--- src/rtl/step_fir_interp.sv ---
// step_fir_interp: 2x polyphase interpolator built on a symmetric 11-tap prototype.
// Each accepted input sample produces two outputs: the even phase, then the odd phase.
// Each sample passes through a pre-add stage, a multiply stage and a sum stage.
// The output handshake applies backpressure for as long as the consumer holds it off.
//
// Ports:
//   pClk        sole clock; all state changes on its rising edge
//   pRst        synchronous active-high reset
//   pInValid    input sample offered
//   pInReady    block accepts a sample this cycle (registered, high only in IDLE)
//   pFilterIn   signed 16-bit input sample
//   pOutValid   pFilterOut holds a valid output (registered)
//   pOutReady   downstream accepts the output sample
//   pFilterOut  signed 16-bit interpolated output (registered)
//
// Configuration:
//   STEP_FIR_INTERP_ROUND_EN  when defined, rounds half up before the >>16.
//                             When undefined, the result is truncated (floor).
module step_fir_interp (
  input  logic        pClk,
  input  logic        pRst,
  input  logic        pInValid,
  output logic        pInReady,
  input  logic [15:0] pFilterIn,
  output logic        pOutValid,
  input  logic        pOutReady,
  output logic [15:0] pFilterOut
);

  localparam int unsigned DW = 16;  // sample width
  localparam int unsigned PW = 17;  // pre-add width
  localparam int unsigned XW = 31;  // multiplier operand width
  localparam int unsigned MW = 30;  // product width
  localparam int unsigned SW = 32;  // phase sum width
  localparam int unsigned NH = 6;   // history depth

  localparam logic signed [XW-1:0] C1 = 31'sd5725;
  localparam logic signed [XW-1:0] C2 = 31'sd5864;
  localparam logic signed [XW-1:0] C3 = 31'sd5972;
  localparam logic signed [XW-1:0] C4 = 31'sd6051;
  localparam logic signed [XW-1:0] C5 = 31'sd6098;
  localparam logic signed [XW-1:0] C6 = 31'sd6114;

`ifdef STEP_FIR_INTERP_ROUND_EN
  localparam logic signed [SW-1:0] RND = 32'sd32768;
`else
  localparam logic signed [SW-1:0] RND = 32'sd0;
`endif

  typedef enum logic [2:0] {IDLE, PREADD, MULT, SUM, OUT_EVEN, OUT_ODD} state_t;

  state_t state, state_next;

  logic signed [DW-1:0] hist   [NH];
  logic signed [PW-1:0] pre_e  [3];
  logic signed [PW-1:0] pre_o  [3];
  logic signed [MW-1:0] prod_e [3];
  logic signed [MW-1:0] prod_o [3];
  logic signed [DW-1:0] res_e, res_o;
  logic signed [SW-1:0] sum_e_d, sum_o_d;
  logic signed [DW-1:0] res_e_d, res_o_d;
  logic                 in_xfer;

  assign in_xfer = pInValid & pInReady;

  // Phase sums with optional rounding offset; the arithmetic shift gives floor
  always_comb begin
    sum_e_d = SW'(prod_e[0]) + SW'(prod_e[1]) + SW'(prod_e[2]) + RND;
    sum_o_d = SW'(prod_o[0]) + SW'(prod_o[1]) + SW'(prod_o[2]) + RND;
    res_e_d = DW'(sum_e_d >>> 16);
    res_o_d = DW'(sum_o_d >>> 16);
  end

  // State register
  always_ff @(posedge pClk) begin
    if (pRst) state <= IDLE;
    else      state <= state_next;
  end

  // Next-state logic
  always_comb begin
    state_next = state;
    case (state)
      IDLE:     if (in_xfer) state_next = PREADD;
      PREADD:   state_next = MULT;
      MULT:     state_next = SUM;
      SUM:      state_next = OUT_EVEN;
      OUT_EVEN: if (pOutReady) state_next = OUT_ODD;
      OUT_ODD:  if (pOutReady) state_next = IDLE;
      default:  state_next = IDLE;
    endcase
  end

  // History, pipeline stages and registered handshake outputs
  always_ff @(posedge pClk) begin
    if (pRst) begin
      for (int i = 0; i < int'(NH); i++) hist[i] <= '0;
      for (int i = 0; i < 3; i++) begin
        pre_e[i]  <= '0;
        pre_o[i]  <= '0;
        prod_e[i] <= '0;
        prod_o[i] <= '0;
      end
      res_e      <= '0;
      res_o      <= '0;
      pInReady   <= 1'b1;
      pOutValid  <= 1'b0;
      pFilterOut <= '0;
    end else begin
      if (in_xfer) begin
        hist[0] <= pFilterIn;
        for (int i = 1; i < int'(NH); i++) hist[i] <= hist[i-1];
      end

      // Symmetric taps folded before multiplication
      if (state == PREADD) begin
        pre_e[0] <= PW'(hist[0]) + PW'(hist[5]);
        pre_e[1] <= PW'(hist[1]) + PW'(hist[4]);
        pre_e[2] <= PW'(hist[2]) + PW'(hist[3]);
        pre_o[0] <= PW'(hist[0]) + PW'(hist[4]);
        pre_o[1] <= PW'(hist[1]) + PW'(hist[3]);
        pre_o[2] <= PW'(hist[2]);
      end

      if (state == MULT) begin
        prod_e[0] <= MW'(XW'(pre_e[0]) * C1);
        prod_e[1] <= MW'(XW'(pre_e[1]) * C3);
        prod_e[2] <= MW'(XW'(pre_e[2]) * C5);
        prod_o[0] <= MW'(XW'(pre_o[0]) * C2);
        prod_o[1] <= MW'(XW'(pre_o[1]) * C4);
        prod_o[2] <= MW'(XW'(pre_o[2]) * C6);
      end

      if (state == SUM) begin
        res_e <= res_e_d;
        res_o <= res_o_d;
      end

      pInReady  <= (state_next == IDLE);
      pOutValid <= (state_next == OUT_EVEN) || (state_next == OUT_ODD);

      // Even result is loaded straight from the adder so it appears on entry to OUT_EVEN
      if (state == SUM)
        pFilterOut <= res_e_d;
      else if (state == OUT_EVEN)
        pFilterOut <= pOutReady ? res_o : res_e;
    end
  end

endmodule

--- config.mk ---
export PLATFORM = sky130hd
export DESIGN_NAME = step_fir_interp
export DESIGN_NICKNAME = d
export VERILOG_FILES = /design/src/rtl/step_fir_interp.sv
export SDC_FILE = /design/constraint.sdc
export NUM_CORES = 2
export LEC_CHECK = 0
export CORE_MARGIN = 1.5
export CORE_UTILIZATION = 65
export DETAILED_ROUTE_END_ITERATION = 10
export PLACE_DENSITY = 0.82
export SLEW_MARGIN = 30
export SYNTH_ARGS = -nofsm -noshare
export SYNTH_HDL_FRONTEND = slang
export SYNTH_SLANG_ARGS = --single-unit
--- constraint.sdc ---
create_clock -name pClk -period 31.7 [get_ports pClk]
set_input_delay 4.755 -clock pClk [delete_from_list [all_inputs] [get_ports pClk]]
set_output_delay 4.755 -clock pClk [all_outputs]
set_load 0.02 [all_outputs]
# Word-level counts from Yosys, hierarchy flattened
# Memory sizes are Yosys's and may differ from the RTL's.
# Index checks and enable logic that the tools add are counted.
[classes]
muxes = 36
n_eq_ne = 7
bitwise_logic = 19
n_addsub = 9
n_mul = 6
reduce_logical = 4
[op_table]
columns = ["operator", "n"]
rows = [
  ["30-bit two-way mux", 6],
  ["16-bit two-way mux", 9],
  ["17-bit two-way mux", 6],
  ["16-bit by 16-bit adder with 17-bit output", 5],
  ["31-bit by 30-bit adder with 32-bit output", 2],
  ["30-bit by 30-bit adder with 31-bit output", 2],
  ["17-bit by 14-bit multiplier with 30-bit output (second input constant)", 2],
  ["17-bit by 13-bit multiplier with 29-bit output (second input constant)", 2],
  ["17-bit by 12-bit multiplier with 28-bit output (second input constant)", 1],
  ["17-bit by 11-bit multiplier with 27-bit output (second input constant)", 1],
  ["1-bit OR", 18],
  ["3-bit case mux with 6 select lines", 1],
  ["3-bit == test (second input constant)", 4],
  ["1-bit two-way mux", 11],
  ["3-bit two-way mux", 3],
  ["3-bit by 2-bit == test with 1-bit output (second input constant)", 2],
  ["3-bit logical NOT", 2],
  ["3-bit by 1-bit == test with 1-bit output (second input constant)", 1],
  ["2-bit nonzero test", 1],
  ["1-bit AND", 1],
  ["1-bit logical OR", 1],
]
[totals]
in_bits = 20
memories = 5
register_bits = 53
ram_bits = 378
elab_cells = 92
out_inout_bits = 18
[memory_table]
columns = ["name", "words", "word_bits", "read_ports", "rd_ports_with_merged_regs", "wr", "line", "text"]
rows = [
  ["hist", 6, 16, 6, 0, 6, "54", "logic signed [DW-1:0] hist [NH];"],
  ["prod_e", 3, 30, 3, 0, 3, "57", "logic signed [MW-1:0] prod_e [3];"],
  ["prod_o", 3, 30, 3, 0, 3, "58", "logic signed [MW-1:0] prod_o [3];"],
  ["pre_e", 3, 17, 3, 0, 3, "55", "logic signed [PW-1:0] pre_e [3];"],
  ["pre_o", 3, 17, 3, 0, 3, "56", "logic signed [PW-1:0] pre_o [3];"],
]

# Logic depth before layout (Yosys ltp)
[depth]
depth_word = 5
depth_mapped = 22
depth_no_buf = 22

# Worst setup path before layout
# No wires, ideal clock.
[synth_timing]
path_type = "register to register"
from = "reg state[0]"
to = "mem prod_e[0][10], enable pin"
path_slack_ns = 18.291
required_ns = 30.762
setup_time_ns = 0.938
period_less_slack_ns = 13.409
n_path_buf = 0
t_arrival_ns = 12.471
stages_incl_launch_ff = 3
cell_sequence = "dfxtp_1 nand2b_1 o21ai_0"
[synth_lines]
columns = ["element", "line", "text"]
rows = [
  ["start: declaration", "52", "state_t state, state_next;"],
  ["start signal: assignment", "77", "else state <= state_next;"],
  ["end: declaration", "57", ""],
]

==> metrics.md <==
| Metric | Value |
|---|---|
| Status | `complete, no violations` |
| Routability cong. | `0.956` |
| Cts hold-fix bufs | `0` |
| Reported max-cap violation count | `0` |
| Hold crit path type | `flop to flop` |
| Most frequent cell on the critical path | `buf_4` |
| Post-Syn Area | `47,600 µm²` |
| PostCTS Resize Cnt | `0` |
| Dominant delay contributor by cell family on the critical path | `buffers and inverters` |
| DR iter-0 viols | `2,433` |
| Initial core utilization | `0.655` |
| R2r setup slk | `25,340 ps` |
| Slowest stage cell, crit path | `buf_4` |
| RSZ-0062 raised after global routing | `no` |
| Max incr delay on CP | `690 ps` |
| First-pass GRT wire length | `170,000 µm` |
| F_max | `0.142 GHz` |
| Vias per cell | `5.72` |
| Worst path bufs/invs | `5` |
| Period utilization | `0.222` |
| HPWL Detailed | `84,900 µm` |
| Clk_lat worst skew | `600 ps` |
| Post-synth cell types | `82` |
| Min-Delay Endpoint | `res_e[13]` |
| Post-synthesis cell count | `4,510` |
| Num ports | `38` |
| Hold Crit Depth | `2` |
| Die area | `74,900 µm²` |
| TritonCTS Buffers | `45` |
| Syn_area_per_cell | `10.6 µm²` |
| Commonest non-fill, non-tap cells in the layout | `958 x inv_1, 726 x ha_1, 603 x fa_1, 368 x edfxtp_1, 278 x nor2_1` |
| CP Class | `input pin to flop` |
| Clock skew | `22.8 ps` |
| Most common cell after layout, fill and taps aside | `inv_1` |
| Crit Path Max Fanout | `54` |
| Yosys reg bits | `421` |
| Main synth FF type | `edfxtp_1` |
| Buffers on Ports | `37` |
| WL final | `104,000 µm` |
| Initial antenna violation count | `0` |
| Root buf cell | `clkbuf_16` |
| H-tree Lvls | `2` |
| Postcts setup bufs | `0` |
| Final setup vio count | `0` |
| Die W | `274 µm` |
| Worst setup EP type | `flop` |
| Startpoint Class | `input pin` |
| Reg-to-reg endpoint | `prod_o[0][27]` |
| Post-route DRC | `0` |
| Setup TNS Final | `0 ps` |
| Fraction of registers with async set or reset after synthesis | `0` |
| First drt pass iteration count | `5` |
| Total GRT Usage | `0.289` |
| TritonCTS clock tree | `done` |
| Num rows | `99` |
| Vias in the first global route | `32.6k` |
| WL/cell | `18.8 µm` |
| Clock tree buffer depth | `3` |
| Maximum number of pins on one net before global-route repair | `92` |
| Antenna viol nets, final | `0` |
| Cell Chain, Critical Path | `clkdlybuf4s50_1 > buf_4 > inv_1 > o21ai_4 > buf_4 > buf_4` |
| Mapped Nets | `5,859` |
| Crit path DAT | `7260 ps` |
| Layout area overhead | `6.19%` |
| Share of cells above drive strength 1 | `0.0291` |
| Total gr overflow | `0` |
| R2R depth | `15` |
| Min-delay src | `res_e[13]` |
| Clock sinks | `421` |
| Core area | `72,700 µm²` |
| Nets | `5,892` |
| Worst flop-to-flop path startpoint | `pre_o[0][7]` |
| Filler Cells Inserted | `5,104` |
| Seq/Total Area, Yosys | `0.254` |
| Final hold violations | `0` |
| Clk slew on worst S/H paths | `70 ps` |
| Required time worst endpoint | `31,910 ps` |
| Die height | `274 µm` |
| Slew headroom | `0.418` |
| Fin crit period | `7050 ps` |
| Number of synthesized flops with an enable pin | `368` |
| Slew @ Worst Pin | `872 ps` |
| Fin. max-slew vios | `0` |
| Vias | `31.7k` |
| Ys Warns | `0` |
layer usage:
layer / vias to the layer above / global-route usage / part of all wire
li1: 14900 / - / -
met1: 15700 / 0.416 / 0.45
met2: 916 / 0.464 / 0.46
met3: 166 / 0.0339 / 0.066
met4: 0 / 0.0782 / 0.026
met5: - / 0 / 0
cell type report:
class / instances / area (µm²) / share of cell area
well taps: 959 / 1200 / 0.0237
diodes: 1 / 2.50 / 0.0000495
multi-input cells: 3062 / 31700 / 0.627
repair buffers: 55 / 508 / 0.0100
inverters: 958 / 3600 / 0.0711
clock inverters: 26 / 256 / 0.00507
flip-flops and latches: 421 / 12100 / 0.239
clock buffers: 55 / 1180 / 0.0234
cell usage after synthesis, types with 7 or more instances:
cell      count  area, µm²
a311oi_1      8       70.1
a22o_1        8       70.1
and3_1       14       87.6
a21oi_1     184        921
o21ai_0     119        596
o31ai_1      16        120
xnor2_1     107        937
xor2_1       93        815
dfxtp_1      53       1060
o31a_1        8       70.1
clkbuf_1     66        248
mux2i_1      19        190
edfxtp_1    368      11100
nor2_1      279       1050
o21bai_1     25        188
nor4_1        7       43.8
nor2b_1      37        231
nor3_1       63        315
inv_1       958       3600
and2_1      151        945
a211oi_1     26        195
nand3_1      53        265
a21o_1      105        788
nor3b_1      12       90.1
fa_1        603      12100
nand2_1     144        541
a31oi_1      26        163
nand4_1      12       75.1
ha_1        726       9080
or3_1        17        106
nand2b_1     36        225
o21a_1       19        143
or2_2        18        113
o211ai_1     18        135
kinds of logic after synthesis:
family	count (synthesis)	synth area share
compound gates	645	0.0896
mux	19	0.00399
xor+xnor	200	0.0368
fa+ha+maj	1329	0.444
simple gates	869	0.0903
flops	421	0.254
buf+inv	1027	0.0810
worst reg2reg max path: cells and delay by family, from the launching register on:
kind | cells | cell delay (ps)
adders and majority gates | 6 | 2740
AOI/OAI and AO/OA | 5 | 2050
DFF | 1 | 590
xor gates and xnor gates | 1 | 510
buffers and inverters | 2 | 100
and+or+nand+nor | 1 | 90
registers in the layout, indices dropped and copies added, names as in the netlist:
name	cells
res_o	16
pInReady	1
res_e	16
pFilterOut	16
hist	96
prod_o	85
pOutValid	1
pre_o	50
pre_e	51
prod_e	86
state	3
worst max path at each step:
stage,slack (ps),start,cells past startpoint,to
global placement,24140,pRst,6,pre_e[0][11]
floorplan,18290,state[0],2,prod_e[0][10]
detailed placement,24090,pRst,6,pre_e[0][11]
CTS,24680,pRst,6,pre_e[0][7]
global route,24490,pRst,6,pre_e[0][7]
finish,24650,pRst,6,pre_e[0][11]
per-stage QoR:
| stage | worst slack (ps) | instance area (µm²) | cells | hold WS, ps | util |
|---|---|---|---|---|---|
| floorplan | 18290 | 47600 | 4510 | 422 | - |
| detailed placement | 24090 | 49100 | 5455 | 437 | 0.676 |
| global route | 24490 | 50600 | 5536 | 473 | 0.696 |
| finish | 24650 | 50600 | 5537 | 448 | 0.696 |
| CTS | 24680 | 50600 | 5536 | 447 | 0.696 |
| global placement | 24140 | 49100 | 5455 | 430 | 0.676 |
Power is left out: the tool's default activity adds up to more than one toggle a clock period on the data nets, which glitch-free logic cannot reach.
